[src/rtl/spec_vector_mw_pkg.sv]
// Shared widths and entry payload layout for the speculative branch tracker.
package spec_vector_mw_pkg;

    localparam int unsigned NUM_TAG        = 4;
    localparam int unsigned NUM_REG        = 8;
    localparam int unsigned SPEC_DEPTH     = 4;
    localparam int unsigned NUM_WB         = 2;
    localparam int unsigned PC_BIT         = 4;
    localparam int unsigned INST_ID_BIT    = 8;
    localparam int unsigned REG_ID_BIT     = $clog2(NUM_REG);
    localparam int unsigned IDX_BIT        = $clog2(SPEC_DEPTH);
    localparam int unsigned SPEC_LEVEL_BIT = $clog2(SPEC_DEPTH) + 1;
    localparam int unsigned TAG_MAP_BIT    = NUM_TAG * REG_ID_BIT;

    localparam int unsigned COND_REG_LSB = 0;
    localparam int unsigned PRED_VAL_LSB = COND_REG_LSB + REG_ID_BIT;
    localparam int unsigned PC_LSB       = PRED_VAL_LSB + 1;
    localparam int unsigned ID_LSB       = PC_LSB + PC_BIT;
    localparam int unsigned TAG_MAP_LSB  = ID_LSB + INST_ID_BIT;
    localparam int unsigned ENTRY_BIT    = TAG_MAP_LSB + TAG_MAP_BIT;

    typedef logic [ENTRY_BIT-1:0] entry_t;

    // Concatenation order must mirror the *_LSB offsets above.
    function automatic entry_t pack_entry(input logic [REG_ID_BIT-1:0]  cond_reg,
                                          input logic                   pred_val,
                                          input logic [PC_BIT-1:0]      pc,
                                          input logic [INST_ID_BIT-1:0] id,
                                          input logic [TAG_MAP_BIT-1:0] tag_map);
        return {tag_map, id, pc, pred_val, cond_reg};
    endfunction

endpackage

[src/rtl/spec_vector_mw_if.sv]
// Push, write-back and resolution bundle between issue, write-back bus and the tracker.
interface spec_vector_mw_if;
    import spec_vector_mw_pkg::*;

    logic                                      flush;
    logic                                      br_vld;
    logic                                      br_rdy;
    logic [REG_ID_BIT-1:0]                     br_cond_reg;
    logic                                      br_cond_predicted_val;
    logic [PC_BIT-1:0]                         br_rollback_pc;
    logic [INST_ID_BIT-1:0]                    br_rollback_id;
    logic [TAG_MAP_BIT-1:0]                    br_rollback_tag_map;
    logic [NUM_WB-1:0]                         cond_wb_vld;
    logic [NUM_WB*REG_ID_BIT-1:0]              cond_wb_reg;
    logic [NUM_WB-1:0]                         cond_wb_val;
    logic [SPEC_LEVEL_BIT-1:0]                 cur_spec_level;
    logic                                      br_pred_succ_vld;
    logic [SPEC_LEVEL_BIT*(SPEC_DEPTH+1)-1:0]  br_pred_succ_nxt_levels;
    logic                                      br_pred_fail;
    logic [SPEC_LEVEL_BIT-1:0]                 br_pred_fail_level;
    logic [TAG_MAP_BIT-1:0]                    br_pred_fail_tag_map;
    logic [PC_BIT-1:0]                         br_pred_fail_pc;
    logic [INST_ID_BIT-1:0]                    br_pred_fail_id;

    modport master (
        output flush, br_vld, br_cond_reg, br_cond_predicted_val, br_rollback_pc,
               br_rollback_id, br_rollback_tag_map, cond_wb_vld, cond_wb_reg, cond_wb_val,
        input  br_rdy, cur_spec_level, br_pred_succ_vld, br_pred_succ_nxt_levels,
               br_pred_fail, br_pred_fail_level, br_pred_fail_tag_map, br_pred_fail_pc,
               br_pred_fail_id
    );

    modport slave (
        input  flush, br_vld, br_cond_reg, br_cond_predicted_val, br_rollback_pc,
               br_rollback_id, br_rollback_tag_map, cond_wb_vld, cond_wb_reg, cond_wb_val,
        output br_rdy, cur_spec_level, br_pred_succ_vld, br_pred_succ_nxt_levels,
               br_pred_fail, br_pred_fail_level, br_pred_fail_tag_map, br_pred_fail_pc,
               br_pred_fail_id
    );

endinterface

[src/rtl/spec_wb_match.sv]
// Per-entry ok/bad classification against all write-back channels.
module spec_wb_match
    import spec_vector_mw_pkg::*;
(
    input  logic [SPEC_DEPTH-1:0]        entry_vld,
    input  logic [REG_ID_BIT-1:0]        cond_reg [SPEC_DEPTH],
    input  logic [SPEC_DEPTH-1:0]        pred_val,
    input  logic [NUM_WB-1:0]            wb_vld,
    input  logic [NUM_WB*REG_ID_BIT-1:0] wb_reg,
    input  logic [NUM_WB-1:0]            wb_val,
    output logic [SPEC_DEPTH-1:0]        ok,
    output logic [SPEC_DEPTH-1:0]        bad
);

    logic [SPEC_DEPTH-1:0] hit;
    logic [SPEC_DEPTH-1:0] hit_val;

    always_comb begin
        hit     = '0;
        hit_val = '0;
        ok      = '0;
        bad     = '0;
        for (int e = 0; e < SPEC_DEPTH; e++) begin
            // Walk channels high to low so the lowest matching channel is written last.
            for (int c = NUM_WB - 1; c >= 0; c--) begin
                if (entry_vld[e] && wb_vld[c] &&
                    cond_reg[e] == wb_reg[c*REG_ID_BIT +: REG_ID_BIT]) begin
                    hit[e]     = 1'b1;
                    hit_val[e] = wb_val[c];
                end
            end
            ok[e]  = hit[e] & (hit_val[e] == pred_val[e]);
            bad[e] = hit[e] & (hit_val[e] != pred_val[e]);
        end
    end

endmodule

[src/rtl/spec_vector_mw.sv]
// Age-ordered speculative branch stack with multi-channel resolution, compaction and push.
module spec_vector_mw
    import spec_vector_mw_pkg::*;
(
    input logic             clk,
    input logic             rst_n,
    spec_vector_mw_if.slave bus
);

    logic [SPEC_DEPTH-1:0]                    vld_q, vld_d;
    entry_t                                   payload_q [SPEC_DEPTH];
    entry_t                                   payload_d [SPEC_DEPTH];
    logic [REG_ID_BIT-1:0]                    cond_reg [SPEC_DEPTH];
    logic [SPEC_DEPTH-1:0]                    pred_val;
    logic [SPEC_DEPTH-1:0]                    ok, bad, survive, succ;
    logic [SPEC_LEVEL_BIT-1:0]                surv_cnt, dst;
    logic [SPEC_LEVEL_BIT*(SPEC_DEPTH+1)-1:0] nxt_levels;
    logic [IDX_BIT-1:0]                       fail_idx;
    logic                                     fail, push;

    always_comb begin
        for (int e = 0; e < SPEC_DEPTH; e++) begin
            cond_reg[e] = payload_q[e][COND_REG_LSB +: REG_ID_BIT];
            pred_val[e] = payload_q[e][PRED_VAL_LSB];
        end
    end

    spec_wb_match u_match (
        .entry_vld (vld_q),
        .cond_reg  (cond_reg),
        .pred_val  (pred_val),
        .wb_vld    (bus.cond_wb_vld),
        .wb_reg    (bus.cond_wb_reg),
        .wb_val    (bus.cond_wb_val),
        .ok        (ok),
        .bad       (bad)
    );

    // fail accumulates as a running "bad seen at or below e" flag.
    always_comb begin
        surv_cnt   = '0;
        fail       = 1'b0;
        fail_idx   = '0;
        nxt_levels = '0;
        survive    = '0;
        succ       = '0;
        for (int e = 0; e < SPEC_DEPTH; e++) begin
            if (bad[e] && !fail) fail_idx = IDX_BIT'(e);
            fail       = fail | bad[e];
            survive[e] = vld_q[e] & ~ok[e] & ~fail;
            succ[e]    = ok[e] & ~fail;
            if (survive[e]) begin
                surv_cnt = surv_cnt + 1'b1;
                nxt_levels[(e+1)*SPEC_LEVEL_BIT +: SPEC_LEVEL_BIT] = surv_cnt;
            end
        end
    end

    assign bus.cur_spec_level          = surv_cnt;
    assign bus.br_pred_succ_vld        = |succ;
    assign bus.br_pred_succ_nxt_levels = nxt_levels;
    assign bus.br_pred_fail            = fail;
    assign bus.br_pred_fail_level      = fail ? SPEC_LEVEL_BIT'(fail_idx) + 1'b1 : '0;
    assign bus.br_pred_fail_pc         = payload_q[fail_idx][PC_LSB +: PC_BIT];
    assign bus.br_pred_fail_id         = payload_q[fail_idx][ID_LSB +: INST_ID_BIT];
    assign bus.br_pred_fail_tag_map    = payload_q[fail_idx][TAG_MAP_LSB +: TAG_MAP_BIT];
    assign bus.br_rdy = ~fail & ~bus.flush & (surv_cnt < SPEC_LEVEL_BIT'(SPEC_DEPTH));
    assign push       = bus.br_vld & bus.br_rdy;

    always_comb begin
        payload_d = payload_q;
        vld_d     = '0;
        dst       = '0;
        for (int e = 0; e < SPEC_DEPTH; e++) begin
            if (survive[e]) begin
                payload_d[dst[IDX_BIT-1:0]] = payload_q[e];
                vld_d[dst[IDX_BIT-1:0]]     = 1'b1;
                dst                         = dst + 1'b1;
            end
        end
        // br_rdy guarantees surv_cnt < SPEC_DEPTH here.
        if (push) begin
            payload_d[surv_cnt[IDX_BIT-1:0]] = pack_entry(bus.br_cond_reg,
                                                          bus.br_cond_predicted_val,
                                                          bus.br_rollback_pc,
                                                          bus.br_rollback_id,
                                                          bus.br_rollback_tag_map);
            vld_d[surv_cnt[IDX_BIT-1:0]] = 1'b1;
        end
        if (bus.flush) vld_d = '0;
    end

    always_ff @(posedge clk) begin
        if (!rst_n) vld_q <= '0;
        else        vld_q <= vld_d;
    end

    always_ff @(posedge clk) begin
        payload_q <= payload_d;
    end

endmodule

[src/flat_wrapper.sv]
// flat-port wrapper written by rule: the top's interface ports become plain ports
module spec_vector_mw_flat import spec_vector_mw_pkg::*;
  (clk, rst_n, bus_flush, bus_br_vld, bus_br_cond_reg, bus_br_cond_predicted_val, bus_br_rollback_pc, bus_br_rollback_id, bus_br_rollback_tag_map, bus_cond_wb_vld, bus_cond_wb_reg, bus_cond_wb_val, bus_br_rdy, bus_cur_spec_level, bus_br_pred_succ_vld, bus_br_pred_succ_nxt_levels, bus_br_pred_fail, bus_br_pred_fail_level, bus_br_pred_fail_tag_map, bus_br_pred_fail_pc, bus_br_pred_fail_id);
  spec_vector_mw_if bus_i ();
  input logic clk;
  input logic rst_n;
  input wire logic [$bits(bus_i.flush)-1:0] bus_flush;
  input wire logic [$bits(bus_i.br_vld)-1:0] bus_br_vld;
  input wire logic [$bits(bus_i.br_cond_reg)-1:0] bus_br_cond_reg;
  input wire logic [$bits(bus_i.br_cond_predicted_val)-1:0] bus_br_cond_predicted_val;
  input wire logic [$bits(bus_i.br_rollback_pc)-1:0] bus_br_rollback_pc;
  input wire logic [$bits(bus_i.br_rollback_id)-1:0] bus_br_rollback_id;
  input wire logic [$bits(bus_i.br_rollback_tag_map)-1:0] bus_br_rollback_tag_map;
  input wire logic [$bits(bus_i.cond_wb_vld)-1:0] bus_cond_wb_vld;
  input wire logic [$bits(bus_i.cond_wb_reg)-1:0] bus_cond_wb_reg;
  input wire logic [$bits(bus_i.cond_wb_val)-1:0] bus_cond_wb_val;
  output wire logic [$bits(bus_i.br_rdy)-1:0] bus_br_rdy;
  output wire logic [$bits(bus_i.cur_spec_level)-1:0] bus_cur_spec_level;
  output wire logic [$bits(bus_i.br_pred_succ_vld)-1:0] bus_br_pred_succ_vld;
  output wire logic [$bits(bus_i.br_pred_succ_nxt_levels)-1:0] bus_br_pred_succ_nxt_levels;
  output wire logic [$bits(bus_i.br_pred_fail)-1:0] bus_br_pred_fail;
  output wire logic [$bits(bus_i.br_pred_fail_level)-1:0] bus_br_pred_fail_level;
  output wire logic [$bits(bus_i.br_pred_fail_tag_map)-1:0] bus_br_pred_fail_tag_map;
  output wire logic [$bits(bus_i.br_pred_fail_pc)-1:0] bus_br_pred_fail_pc;
  output wire logic [$bits(bus_i.br_pred_fail_id)-1:0] bus_br_pred_fail_id;
  assign bus_i.flush = bus_flush;
  assign bus_i.br_vld = bus_br_vld;
  assign bus_i.br_cond_reg = bus_br_cond_reg;
  assign bus_i.br_cond_predicted_val = bus_br_cond_predicted_val;
  assign bus_i.br_rollback_pc = bus_br_rollback_pc;
  assign bus_i.br_rollback_id = bus_br_rollback_id;
  assign bus_i.br_rollback_tag_map = bus_br_rollback_tag_map;
  assign bus_i.cond_wb_vld = bus_cond_wb_vld;
  assign bus_i.cond_wb_reg = bus_cond_wb_reg;
  assign bus_i.cond_wb_val = bus_cond_wb_val;
  assign bus_br_rdy = bus_i.br_rdy;
  assign bus_cur_spec_level = bus_i.cur_spec_level;
  assign bus_br_pred_succ_vld = bus_i.br_pred_succ_vld;
  assign bus_br_pred_succ_nxt_levels = bus_i.br_pred_succ_nxt_levels;
  assign bus_br_pred_fail = bus_i.br_pred_fail;
  assign bus_br_pred_fail_level = bus_i.br_pred_fail_level;
  assign bus_br_pred_fail_tag_map = bus_i.br_pred_fail_tag_map;
  assign bus_br_pred_fail_pc = bus_i.br_pred_fail_pc;
  assign bus_br_pred_fail_id = bus_i.br_pred_fail_id;
  spec_vector_mw u_core (.clk(clk), .rst_n(rst_n), .bus(bus_i));
endmodule
[config.mk]
export PLATFORM = sky130hd
export DESIGN_NAME = spec_vector_mw_flat
export DESIGN_NICKNAME = d
export VERILOG_FILES = /design/src/rtl/spec_vector_mw_pkg.sv /design/src/rtl/spec_vector_mw_if.sv /design/src/rtl/spec_wb_match.sv /design/src/rtl/spec_vector_mw.sv /design/src/flat_wrapper.sv
export SDC_FILE = /design/constraint.sdc
export NUM_CORES = 1
export LEC_CHECK = 0
export CAP_MARGIN = 10
export CORE_MARGIN = 2
export CORE_UTILIZATION = 52
export DETAILED_ROUTE_END_ITERATION = 10
export PLACE_DENSITY = 0.74
export SLEW_MARGIN = 20
export SYNTH_ARGS = -nofsm -noshare
export SYNTH_HDL_FRONTEND = slang
export SYNTH_SLANG_ARGS = --single-unit
[constraint.sdc]
create_clock -name clk -period 7 [get_ports clk]
set_input_delay 1.75 -clock clk [delete_from_list [all_inputs] [get_ports clk]]
set_output_delay 1.75 -clock clk [all_outputs]
set_load 0.02 [all_outputs]
### Word-level counts from Yosys, hierarchy flattened

Cells that the tools add are included.

* register bits: 116
* output and inout bits: 48
* word-level logic and storage cells: 179

* add/subtract/negate cells: 4
* $lt $le $gt $ge: 18
* eq/ne operators: 16
* multiplexer cells: 59
* bitwise operators: 45
* reductions and logical operators: 32

Operator list (number)
* 112-bit bitwise mux: 4
* 112-bit two-way mux: 4
* 28-bit demux with 2-bit select: 4
* 28-bit two-way mux: 6
* 28-bit binary-select mux with 2-bit select: 1
* 1-bit logical AND: 27
* 3-bit == test: 8
* 1-bit AND: 23
* 1-bit two-way mux: 23
* 3-bit two-way mux: 7
* 4-bit two-way mux: 4
* 3-bit greater-or-equal comparator (second input constant): 5
* 2-bit NOT with 3-bit output: 5
* 2-bit by 3-bit < comparator with 1-bit output (second input constant): 4
* 3-bit by 1-bit < comparator with 1-bit output (second input constant): 4
* 4-bit OR: 3
* 1-bit NOT: 10
* 3-bit by 1-bit adder with 3-bit output (second input constant): 3
* 1-bit demux with 2-bit select: 4
* 2-bit by 1-bit greater-or-equal comparator with 1-bit output (second input constant): 4
* 1-bit == test: 4
* 2-bit two-way mux: 2
* 1-bit inequality test: 4
* 1-bit by 4-bit OR with 4-bit output: 1
* other kinds (6): 10

### Longest topological paths before layout

Gate-level depths: netlist of run 1.

* depth in word-level cells: 23
* mapped depth: 22
* depth with buffers taken out: 17

### Modules after synthesis

Synthesis of run 1 repeated with hierarchy kept, for this count alone.

* cell total of the unflattened synthesis: 831
* area total of the unflattened synthesis: 7641.1 sq um

By module, submodules not included
* spec_vector_mw: times used 1, cells each 756, area an instance 7065.5 sq um, seq. area each 2322.2 sq um
* spec_wb_match: times used 1, cells each 75, area an instance 575.6 sq um, seq. area each 0.0 sq um

### Least setup slack after synthesis of run 1

OpenSTA, ideal clock, no wires.

* path kind: input to output
* start point: in bus_cond_wb_reg[5]
* end point: out bus_br_rdy
* arrival time: 5666 ps
* setup slack: -416 ps
* stages: 16
* buffers on the path: 2
* cell sequence: xor2_1 > or4_4 > o311a_1 > or2_2 > and3_1 > inv_1 > ha_1 > clkbuf_1 > clkbuf_1 > o21ai_0 > ha_1 > inv_1 > ha_1 > nand4_1 > o311ai_1 > a2111oi_4

* longest elaborated chain between the ends: 18
* elaborated cells on any way between the ends: 69
* those cells by class: 3 x add/sub; 1 x order compare; 12 x eq/ne; 20 x mux; 29 x bitwise; 4 x reduce/logical

Ends and longest elaborated chain
* from (decl): RTL line flat_wrapper.sv:15 `input wire logic [$bits(bus_i.cond_wb_reg)-1:0] bus_cond_wb_reg;`
* 3-bit == test: RTL line spec_wb_match.sv:27 `cond_reg[e] == wb_reg[c*REG_ID_BIT +: REG_ID_BIT]) begin`
* 1-bit logical AND: RTL line spec_wb_match.sv:26 `if (entry_vld[e] && wb_vld[c] &&`
* 1-bit two-way mux (2 in a row): RTL line spec_wb_match.sv:26
* 1-bit == test: RTL line spec_wb_match.sv:32 `ok[e] = hit[e] & (hit_val[e] == pred_val[e]);`
* 1-bit AND: RTL line spec_wb_match.sv:32
* 1-bit NOT: RTL line spec_vector_mw.sv:50 `survive[e] = vld_q[e] & ~ok[e] & ~fail;`
* 1-bit AND (2 in a row): RTL line spec_vector_mw.sv:50
* 1-bit two-way mux: RTL line spec_vector_mw.sv:52 `if (survive[e]) begin`
* 3-bit by 1-bit adder with 3-bit output
* 3-bit two-way mux
* 3-bit by 1-bit adder with 3-bit output: RTL line spec_vector_mw.sv:53 `surv_cnt = surv_cnt + 1'b1;`
* 3-bit two-way mux
* 3-bit by 1-bit adder with 3-bit output: RTL line spec_vector_mw.sv:53
* 3-bit two-way mux: RTL line spec_vector_mw.sv:52
* 3-bit < comparator: RTL line spec_vector_mw.sv:67 `assign bus.br_rdy = ~fail & ~bus.flush & (surv_cnt < SPEC_LEVEL_BIT'(SPEC_DEPTH));`
* 1-bit AND *: RTL line spec_vector_mw.sv:67
* to (decl): RTL line flat_wrapper.sv:17 `output wire logic [$bits(bus_i.br_rdy)-1:0] bus_br_rdy;`

Every way passes the cells marked *; elsewhere a longest branch is shown, timed or not.

### Worst setup path after layout of run 1

* start point: in bus_cond_wb_reg[2]
* end point: out bus_br_rdy

* longest elaborated chain between the ends: 17
* elaborated cells on any way between the ends: 61
* those cells by class: 3 x add/sub; 1 x order compare; 12 x eq/ne; 12 x mux; 29 x bitwise; 4 x reduce/logical

Ends and longest elaborated chain (RTL line)
* 3-bit == test: spec_wb_match.sv:27
* 1-bit logical AND: spec_wb_match.sv:26
* 1-bit two-way mux: spec_wb_match.sv:26
* 1-bit == test: spec_wb_match.sv:32
* 1-bit AND: spec_wb_match.sv:32
* 1-bit NOT: spec_vector_mw.sv:50
* 1-bit AND (2 in a row): spec_vector_mw.sv:50
* 1-bit two-way mux: spec_vector_mw.sv:52
* 3-bit by 1-bit adder with 3-bit output
* 3-bit two-way mux
* 3-bit by 1-bit adder with 3-bit output: spec_vector_mw.sv:53
* 3-bit two-way mux
* 3-bit by 1-bit adder with 3-bit output: spec_vector_mw.sv:53
* 3-bit two-way mux: spec_vector_mw.sv:52
* 3-bit < comparator: spec_vector_mw.sv:67
* 1-bit AND *: spec_vector_mw.sv:67

Marks and branches as above.

==> metrics, run 1 <==
Slew Limit Headroom=55.6%; largest net degree at the start of global routing=47; WL/cell=18.8 um; PwrDens=293 nW/um2; Worst setup EP type=output port; peak fanout along the critical path=4; worst hold path type=flip-flop to flip-flop; Post-synth ARST share=0%; Post-CTS Hold Fix Bufs=0; crit-path max cell delay=roughly 0.56 ns; Vias=roughly 6,600; CP Class=primary input to output port; actual slew at the worst max-slew pin=0.666 ns; Die Area=16,200 um2; Max clock buf depth=2; MaxCap Viol Count=0; worst r2r src=u_core.cond_reg[11]; num ports=90; Final nets=983; Synth Instances=804; Fin. Hold Viols=0; largest family of logic cells by synthesized area=multiplexers; Synth area leaders=dfxtp_1 (29%), mux2_2 (21%), mux2i_1 (13%); Worst Path Required=5.25 ns; Fillers=1,162; critical-path cell list=clkdlybuf4s50_1 -> buf_4 -> xor2_1 -> or4_4 -> a311oi_2 -> o22a_2 -> nand2_2 -> o21ai_2 -> ha_4 -> inv_1 -> ha_1 -> nand4_1 -> o311ai_2 -> a2111oi_4 -> buf_4; WL final=21.2 mm; crit path max-delay cell type=or4_4; die width=approximately 130 um; Via density=between 5 and 6; Finished Layout Cells=approximately 1,100; post-DP HPWL=13.5 mm; Ys Warns=0; final setup violating endpoints=0; final worst-path cycle share=99.6%; CTS tree=done; Yosys reg bits=116; Setup Skew=about 0.0094 ns; diodes inserted=0; Max H-tree Level=4; Yosys top cell area share=29.4%; post-synth cell types=58; dpl cell area=9370 um2; static leakage=4.40 nW; placed cells=1,096; worst skew pair latency=0.41 ns; FP Rows=45; maximum vdd drop=0.218 mV; hold path start=u_core.payload_q[20]; most frequent CP cell=buf_4; Total GRT Usage=a little over a quarter; Slew Limit Fails=0; grt ovf=0; cell type with the largest total area after synthesis=dfxtp_1; RSZ-0062 raised after global routing=yes; Antenna Nets Post-Route=0; WP data arrival=5.22 ns; post-synthesis compound-gate area fraction=11.2%; Iter 0 DRT Violations=593; Die Height=127 um; outcome=completed; Post-Synth Simple-Gate Area=around 7.6%; Post-synth EDFFs=0; CORE AREA=15,000 um2; initial antenna violation count=0; P&R area growth vs syn=27.1%; ys flop type=dfxtp_1; cts bufs inserted=17; Fmax achieved=143 MHz; vias in the first global route=6,473; clock sinks=roughly 120; root buf cell=clkbuf_16; proportion of layout cells with a drive suffix above 1=33.6%; Design Area, Final=10,000 um2; Mapped Avg Cell Area=about 10 um2; Worst setup SP type=primary input; first-pass GRT wire length=between 30 and 40 mm; clock period minus worst slack=6.97 ns; xor/xnor share of the synthesized area=3.33%; DRC viols=0; Initial DRT Pass Iterations=5; Starting Density=52.5%; multiplexer area fraction after synthesis=41.8%; register area share after synthesis=29.4%; Largest register FFs=100; port bufs=between 80 and 90; crit path from=bus_cond_wb_reg[2]; setup_tns=0 ns; placer congestion estimate=~0.90; Reg clk slew, reported paths=0.05 ns; Synth Area in Adders=1.58%; Cell Area, Synth=7900 um2
==> worst max-delay path: cells and delay by family <==
kind | cells | cell delay, ns
compound gates | 5 | 1.17
xor+xnor | 1 | 0.18
fa+ha+maj | 2 | 0.44
buf+inv | 4 | 0.85
simple gates | 3 | 0.80
==> stage by stage <==
step / hold slack, ns / util (%) / total power, mW / setup slack, ns
floorplan: 0.586 / - / 1.70 / 0.0419
global route: 0.704 / 66.8 / 3.10 / -0.133
global placement: 0.632 / 62.3 / 2.10 / -0.755
finish: 0.664 / 66.8 / 2.94 / 0.0280
detailed placement: 0.640 / 62.3 / 2.12 / -0.836
CTS: 0.656 / 66.4 / 2.94 / -0.112
==> synth_stat cells, types with 2 or more instances <==
cell	instances
a31oi_1	2
mux2_1	28
xor2_1	19
o211ai_1	2
buf_4	9
buf_2	22
and3_1	4
or4_1	3
xnor2_1	11
a21oi_1	58
ha_1	10
dfxtp_1	116
nand2_1	46
nor3_1	2
or4_4	2
o311a_1	2
nor4_1	6
clkbuf_1	22
mux2_2	148
mux2_4	20
nand4_1	6
inv_1	14
o21ai_0	61
mux2i_1	102
buf_1	2
buf_6	7
nor2_1	38
nand3_1	10
nor3_2	2
o21ai_1	2
==> path summary, 6_finish.rpt <==
check | endpoint | slack, ns | cells past startpoint
max | bus_br_rdy | 0.03 | 15
min | u_core.payload_q[104] | 0.66 | 3
max reg2reg | u_core.payload_q[73] | 2.38 | 20
min reg2reg | u_core.payload_q[104] | 0.66 | 3
==> power by group <==
group	leakage (nW)	switching, mW	internal (mW)
clock	0.286	0.291	0.569
combinational	3.16	0.541	0.598
sequential	0.951	0.116	0.822
==> final cells by class <==
cell class,instances,area [um2],share of cell area (%)
Timing Repair Buffer,165,1510,15.0
Clock inverter,10,134,1.33
Multi-Input combinational cell,617,5340,53.1
Tap cell,188,235,2.34
Sequential cell,116,2320,23.1
Inverter,14,52.6,0.523
Clock buffer,19,453,4.51
==> layout by cell type, fill, tap and decap left out, drive strengths merged, types with 6 or more instances in the layout <==
cell type,instances
mux2,196
dfxtp,116
mux2i,102
buf,85
o21ai,63
a21oi,58
clkdlybuf4s50,50
nand2,46
nor2,38
clkbuf,22
xor2,19
dlygate4sd2,17
inv,14
xnor2,11
nand3,10
ha,10
nand4,6
conb,6
nor4,6
==> metal layers <==
layer	routed length [um]	vias up	track usage, %
li1	-	3175	-
met1	9520	3226	34.0
met2	10200	214	44.6
met3	1130	28	4.36
met4	310	0	8.27
met5	0	-	0
==> kinds of logic (layout without fill, tap and decap cells) <==
kind of cell    count (synthesis)  after routing
flops                         116            116
xor+xnor                       30             30
other cells                     1              6
compound gates                147            147
simple gates                  126            126
fa+ha+maj                      10             10
buf+inv                        76            208
mux                           298            298
==> repair_timing <==
action,4_1_cts,5_1_grt
pin swaps,5,6
resized for setup,50,22
setup buffers,2,2
endpoints found under the setup margin,31,11
gates cloned,0,0
Power figures use the tool's default switching activity.
==> inputs of run 2 (changes only) <==
Settings changed: CTS_CLUSTER_DIAMETER from default to 120, SETUP_SLACK_MARGIN from default to 0.2.
==> metrics, run 2 (synthesized netlist as in run 1, its figures left out) <==
Antenna Nets Post-Route=0 (unchanged); Slew Limit Fails=0 (unchanged); Worst Path Required=5.25 ns (about the same); P&R area growth vs syn=28.9%; die width=127 um (unchanged); max layer used=met4; reg2reg path depth=18 (-10%); Die Area=16,200 um2 (unchanged); Max H-tree Level=4 (unchanged); setup ws final=0.173 ns (+0.145 ns); WL/cell=19.2 um (+2.1%); Worst Hold Slack=0.647 ns (-0.0168 ns); hold path start=u_core.payload_q[23]; CORE AREA=15,000 um2 (unchanged); crit path max-delay cell type=or4_4; Largest register FFs=100 (unchanged); port bufs=83 (unchanged); final worst-path cycle share=97.5% (-2.1 points); Final Power=3.06 mW (+4.1%); clock sinks=116 (unchanged); outcome=completed; worst hold stages=3 (unchanged); MaxCap Viol Count=0 (unchanged); actual slew at the worst max-slew pin=0.705 ns (+0.0399 ns); post-DP HPWL=13.3 mm (-1.7%); Fillers=1,147 (-1.3%); initial antenna violation count=0 (unchanged); Worst setup SP type=primary input; r2r setup slk=2.30 ns (-0.08 ns); Setup Skew=0.0105 ns (+0.00109 ns); diodes inserted=0 (unchanged); root buf cell=clkbuf_16; placed cells=1,097 (+0.091%); grt ovf=0 (unchanged); Finished Layout Cells=1,133 (+0.35%); maximum vdd drop=0.179 mV (-18%); Slew Limit Headroom=53.0% (-2.6 points); Die Height=127 um (unchanged); cts bufs inserted=17 (unchanged); proportion of layout cells with a drive suffix above 1=35.8% (+2.2 points); met3 WL=1.26 mm (+12%); first-pass GRT wire length=34.9 mm (+3.8%); worst hold path type=flip-flop to flip-flop; Critical R2R Capture=u_core.payload_q[68]; vias in the first global route=6,662 (+2.9%); clock period minus worst slack=6.83 ns (-0.145 ns); Max clock buf depth=2 (unchanged); CTS tree=done; Fmax achieved=146 MHz (+2.1%); PwrDens=301 nW/um2 (+2.7%); peak fanout along the critical path=3 (-1); worst slack at placement=-0.749 ns (+0.0869 ns); Final nets=986 (+0.31%); Via density=5.90 (+0.35%); worst skew pair latency=0.41 ns (about the same); critical-path cell list=buf_6 -> xor2_1 -> or4_4 -> o311a_4 -> or2_4 -> and3_4 -> ha_4 -> xnor2_2 -> ha_2 -> inv_2 -> ha_4 -> nand4_1 -> o311ai_4 -> a2111oi_4 -> buf_4; WP data arrival=5.08 ns (-0.14 ns); met2 routed WL=10.4 mm (+1.3%); most frequent CP cell=ha_4; WL final=21.7 mm (+2.4%); static leakage=4.47 nW (+1.5%); crit-path max cell delay=0.55 ns (about the same); Iter 0 DRT Violations=606 (+2.2%); commonest non-fill, non-tap cell in the layout=mux2_2; worst r2r src=u_core.cond_reg[9]; Starting Density=52.5% (unchanged); Vias=6,690 (+0.71%); Initial DRT Pass Iterations=5 (unchanged); Total GRT Usage=27.2% (+1.1 points); setup_tns=0 ns (unchanged); Reg clk slew, reported paths=0.05 ns (about the same); largest net degree at the start of global routing=31 (-34%); DRC viols=0 (unchanged); FP Rows=45 (unchanged); Post-CTS Hold Fix Bufs=0 (unchanged); Worst setup EP type=output port; Worst Hold Path EP=u_core.payload_q[107]; final setup violating endpoints=0 (unchanged); met1 WL=9.75 mm (+2.4%); Fin. Hold Viols=0 (unchanged); most frequent cells in the layout=mux2_2 (148), dfxtp_1 (116), mux2i_1 (102); RSZ-0062 raised after global routing=yes; num ports=90 (unchanged); placer congestion estimate=0.888 (-1.7%); CP Class=primary input to output port
[run 2: cell count changes in the layout (fill, tap and decap cells not counted), sizes merged]
cell,change
clkbuf,+13
clkdlybuf4s50,-5
buf,+4
clkdlybuf4s15,-4
bufinv,+2
clkinv,-2
dlymetal6s2s,-2
clkinvlp,-1
dlygate4sd2,-1
[run 2: how the worst max path moves through the flow]
stage | from | end | slack (ns) | cells past startpoint
detailed placement | bus_cond_wb_reg[3] | bus_br_rdy | -0.75 | 15
CTS | bus_cond_wb_reg[0] | bus_br_rdy | 0.06 | 15
floorplan | bus_cond_wb_reg[3] | bus_br_rdy | 0.22 | 16
global route | bus_cond_wb_reg[3] | bus_br_rdy | 0.05 | 15
global placement | bus_cond_wb_reg[3] | bus_br_rdy | -0.71 | 15
finish | bus_cond_wb_reg[3] | bus_br_rdy | 0.17 | 15
[run 2: power breakdown]
| group | switching, mW | leakage [nW] | internal [mW] |
|---|---|---|---|
| sequential | 0.121 | 0.951 | 0.822 |
| clock | 0.296 | 0.315 | 0.655 |
| combinational | 0.561 | 3.20 | 0.604 |
| total | 0.978 | 4.47 | 2.08 |
[run 2: metrics by stage]
stage / utilization (%) / area (um2)
floorplan: - / 7980
detailed placement: 62.8 / 9440
finish: 67.7 / 10200
global placement: 62.8 / 9440
CTS: 67.3 / 10100
global route: 67.7 / 10200
[run 2: layout make-up]
type / instances / area [um2] / area share (%)
well taps: 188 / 235 / 2.31
clock inverters: 9 / 176 / 1.73
repair buffers: 168 / 1500 / 14.8
flip-flops and latches: 116 / 2320 / 22.8
multi-input cells: 617 / 5420 / 53.2
inverters: 14 / 52.6 / 0.516
clock buffers: 21 / 470 / 4.62
[run 2: timing repair]
action / 4_1_cts / 5_1_grt
setup buffers: 3 / 3
pin swaps: 8 / 9
hold endpoints to repair: 0 / 0
endpoints found under the setup margin: 33 / 18
resized for setup: 56 / 49
[run 2: per-layer routing]
layer / vias to the layer above / track usage (%)
li1: 3179 / -
met5: - / 0
met4: 0 / 8.40
met1: 3237 / 35.9
met2: 246 / 46.3
met3: 28 / 3.98
[run 2: worst max-delay path, delay by kind of cell]
family / cells / cell delay (ns)
xor gates and xnor gates: 2 / 0.32
and+or+nand+nor: 4 / 1.12
AOI/OAI and AO/OA: 3 / 0.85
buffers and inverters: 3 / 0.36
adders and majority gates: 3 / 0.68
==> variant 1: new RTL, flow settings as in run 1 <==
Make the reset (`rst_n`) asynchronous in one clocked block.
--- a/src/rtl/spec_vector_mw.sv
+++ b/src/rtl/spec_vector_mw.sv
@@ -91,5 +91,5 @@
     end
 
-    always_ff @(posedge clk) begin
+    always_ff @(posedge clk or negedge rst_n) begin
         if (!rst_n) vld_q <= '0;
         else        vld_q <= vld_d;
Behaviour: differs if rst_n is asserted again (counterexample within 4 cycles, from zero or initial values and one cycle with rst_n low); with rst_n held inactive, the same outputs for 4 cycles.
==> variant 1 against run 1 <==
Cell area rose by 2.2%. Wire length rose by 4.9%. Synthesized area fell by 0.52%. Worst setup slack improved by 0.079 ns. Sequential cell count did not move. First-iteration DRC count fell by 15%. Total power rose by 8.8%. Global-route usage rose by 1.7 points. Highest routed layer unchanged.
==> variant 1: results (changes against run 1) <==
metric	value	unit	change
fillers	1090		was 1162
Yosys top cell by area	dfxtp_1		unchanged
NetSw	1.02	mW	was 0.948 mW
CP top delay family	simple AND/OR/NAND/NOR gates		was compound AO/OA/AOI/OAI gates
Max-Slew Margin vs Limit	59.3	%	was 55.6%
largest net degree at the start of global routing	57		was 47
status	finished clean		unchanged
Initial DRC Count	503		was 593
max incr delay on CP	0.58	ns	was 0.56 ns
number of global-route vias before repair	6849		was 6473
CP max FO	3		was 4
DRT Pass-1 Iters	5		unchanged
syn avg cell area	10.1	sq um	was 9.82 sq um
routed length per instance	19.9	um	was 18.8 um
Met1 Wirelength	9.38	mm	was 9.52 mm
placed inst area	0.00943	sq mm	was 0.00937 sq mm
adder-cell share of the synthesized area	2.17	%	was 1.58%
GP Congestion	0.883		was 0.903
met1 Use GR	33.7	%	was 34.0%
Hold WC Path Type	flop to flop		unchanged
Detail Placement HPWL	14.2	mm	was 13.5 mm
share of cells above drive strength 1	36.7	%	was 33.6%
clock group power	0.955	mW	was 0.860 mW
Util after Layout	70.1	%	was 66.8%
VDD IR max	256	uV	was 218 uV
DRT Wirelength	22.2	mm	was 21.2 mm
DP Worst Slack	-0.767	ns	was -0.836 ns
arrival time worst endpoint	5.14	ns	was 5.22 ns
first-pass GRT wire length	35.4	mm	was 33.6 mm
# diodes	0		unchanged
Synth Area in Compound Gates	7.07	%	was 11.2%
sequential power share	31.4	%	was 32.0%
leakage power	4.36	nW	was 4.40 nW
met3 Use GR	5.61	%	was 4.36%
top post-synthesis cells by area	dfxtp_1, mux2_2, mux2i_1		unchanged
Via-to-Cell Ratio	5.98		was 5.88
yosys warns	0		unchanged
ys async rst share	3.45	%	was 0%
wire length on met3	1.11	mm	was 1.13 mm
top post-synthesis cells by count	mux2_2, mux2i_1, dfxtp_1, nand2_1, o21ai_0		was mux2_2, dfxtp_1, mux2i_1, o21ai_0, a21oi_1
Worst Skew	0.00816	ns	was 0.00943 ns
GRT Total Usage	27.9	%	was 26.2%
sequential-to-total area share from yosys stat	29.8	%	was 29.4%
post-synthesis mux area share	44.8	%	was 41.8%
## variant 1: area by class of cell
cell class | count | area share (%)
Multi-Input combinational cell | 595 | 52.3
Sequential cell | 116 | 22.8
Clock buffer | 24 | 5.00
Timing Repair Buffer | 174 | 15.7
Tap cell | 184 | 2.24
Clock inverter | 8 | 1.39
Inverter | 15 | 0.549
## variant 1: final timing paths
check                                      from               endpoint  slack (ns)  depth (start not counted)
max                          bus_cond_wb_reg[2]             bus_br_rdy        0.11                         16
min                        u_core.payload_q[23]  u_core.payload_q[107]        0.66                          3
max reg2reg                 u_core.cond_reg[11]  u_core.payload_q[104]        2.36                         19
min reg2reg                u_core.payload_q[23]  u_core.payload_q[107]        0.66                          3
max in group asynchronous                 rst_n        u_core.vld_q[1]        5.25                          1
min in group asynchronous                 rst_n        u_core.vld_q[0]        1.55                          1
## variant 1: timing repair
item                                    CTS  global route
resized for setup                        35            26
pin swaps                                 6             8
setup buffers                             3             4
endpoints found under the setup margin   17            25
==> variant 2: new RTL, config.mk and constraints of run 1 <==
Without the edit above. `COND_REG_LSB`: 0 -> 1.
--- a/src/rtl/spec_vector_mw_pkg.sv
+++ b/src/rtl/spec_vector_mw_pkg.sv
@@ -13,5 +13,5 @@
     localparam int unsigned TAG_MAP_BIT    = NUM_TAG * REG_ID_BIT;
 
-    localparam int unsigned COND_REG_LSB = 0;
+    localparam int unsigned COND_REG_LSB = 1;
     localparam int unsigned PRED_VAL_LSB = COND_REG_LSB + REG_ID_BIT;
     localparam int unsigned PC_LSB       = PRED_VAL_LSB + 1;
Formal check against the unedited RTL: not equivalent (a bounded check fails within 4 cycles, from zero or initial values).
==> variant 2 against run 1 <==
First-iteration DRC count fell by 49%. Sequential share of layout area is 0.70 points lower. Total power is 6.4% higher. Cell area is 3.1% higher. Worst setup slack gained 0.060 ns. Critical path depth shrank 2. Wire length is 1.5% higher. Die area up 1.9%. Sequential cell count did not move. Clock power increased by 7.3%. Synthesized area grew 1.9%. Count of clock-buffer cells in the layout up 5. Largest cell class unchanged. Largest power group unchanged. Highest routed layer unchanged.
==> variant 2: results (changes against run 1) <==
metric	value	unit	change
status	finished clean		unchanged
top post-synthesis cells by count	mux2_2, dfxtp_1, mux2i_1, buf_2, xor2_1		was mux2_2, dfxtp_1, mux2i_1, o21ai_0, a21oi_1
met1 Use GR	32.8	%	was 34.0%
Synth Area in Compound Gates	5.00	%	was 11.2%
number of global-route vias before repair	6605		was 6473
sequential-to-total area share from yosys stat	28.8	%	was 29.4%
DRT Wirelength	21.5	mm	was 21.2 mm
reg-to-reg endpoint	u_core.payload_q[25]		was u_core.payload_q[73]
wire length on met3	714	um	was 1.13 mm
share of cells above drive strength 1	52.1	%	was 33.6%
met3 Use GR	3.99	%	was 4.36%
DP Cell Count	1032		was 1096
top post-synthesis cells by area	mux2_2, dfxtp_1, mux2i_1		was dfxtp_1, mux2_2, mux2i_1
# diodes	0		unchanged
Port Buffer Count	82		was 83
Synth Instances	723		was 804
adder-cell share of the synthesized area	1.24	%	was 1.58%
worst-skew pair later-pin latency	0.43	ns	was 0.41 ns
met2 WL post-DR	10.7	mm	was 10.2 mm
initial antenna violation count	0		unchanged
NumNets Final	916		was 983
post-synth cell types	65		was 58
VDD IR max	187	uV	was 218 uV
arrival time worst endpoint	5.16	ns	was 5.22 ns
largest net degree at the start of global routing	31		was 47
Final Instance Count excl. Fillers	1067		was 1129
Vias	6296		was 6643
Worst-Margin Slew	0.977	ns	was 0.666 ns
hold wc startpoint	u_core.payload_q[28]		was u_core.payload_q[20]
GP Congestion	0.871		was 0.903
fin crit share	98.7	%	was 99.6%
Initial DRC Count	300		was 593
number of synthesized flops with an enable pin	0		unchanged
leakage power	4.34	nW	was 4.40 nW
DRT Pass-1 Iters	4		was 5
first-pass GRT wire length	34.2	mm	was 33.6 mm
Met1 Wirelength	9.59	mm	was 9.52 mm
Detail Placement HPWL	14.3	mm	was 13.5 mm
placed inst area	0.00959	sq mm	was 0.00937 sq mm
r2r setup slk	2.25	ns	was 2.38 ns
post-synthesis mux area share	51.7	%	was 41.8%
R2R Path Start	u_core.cond_reg[10]		was u_core.cond_reg[11]
Post-Synth XOR/XNOR Area	3.16	%	was 3.33%
Worst Hold Path EP	u_core.payload_q[86]		was u_core.payload_q[104]
GRT Total Usage	26.6	%	was 26.2%
Worst Skew	0.00907	ns	was 0.00943 ns
FF-to-FF path depth	18		was 20
NetSw	0.981	mW	was 0.948 mW
CP startpoint	bus_cond_wb_reg[0]		was bus_cond_wb_reg[2]
==> variant 2: cell count changes in the layout (fill, tap and decap cells not counted), sizes merged, moves of 5 or more <==
cell | run 1 | this run
and2 | 0 | 5
buf | 85 | 91
xnor2 | 11 | 6
mux2 | 196 | 302
a21oi | 58 | 5
mux2i | 102 | 73
nand2 | 46 | 21
nor2 | 38 | 9
dlygate4sd2 | 17 | 26
o21ai | 63 | 9
==> variant 2: through the flow <==
step	util, %	hold WS [ns]	worst slack [ns]
after floorplan	-	0.522	0.0206
after global placement	63.3	0.545	-0.841
after detailed placement	63.3	0.573	-0.895
after CTS	67.8	0.585	-0.111
after global routing	68.4	0.606	-0.0921
final	68.4	0.578	0.0880
==> variant 2: critical path: stages <==
cell and delay [ns]:
dlygate4sd2_1 0.29, xor2_1 0.20, or4_4 0.56, a311oi_4 0.38, o22ai_4 0.15, nor2_4 0.14
ha_4 0.22, or3_4 0.38, ha_4 0.22, nand4_1 0.15, o311ai_4 0.13, a2111oi_4 0.38
buf_4 0.21
==> variant 2: power by group through the flow <==
stage	clock network, mW	logic [mW]	registers (mW)
after floorplan	0	0.896	0.904
after global placement	0	1.22	0.926
after detailed placement	0	1.28	0.942
after CTS	0.934	1.25	0.930
after global routing	0.959	1.36	0.951
final	0.923	1.27	0.935
==> variant 2: layout make-up <==
cell class | count | area (sq um)
inverters | 10 | 37.5
flip-flops and latches | 116 | 2320
fillers | 1117 | 4790
multi-input cells | 550 | 5600
repair buffers | 171 | 1530
clock inverters | 8 | 120
clock buffers | 24 | 512
well taps | 188 | 235
==> variant 2: timing repair <==
item | in CTS | in global routing
buffers inserted | 2 | 1
hold buffers | 0 | 0
pin swaps | 12 | 11
endpoints found under the setup margin | 30 | 9
gates resized for setup | 52 | 18
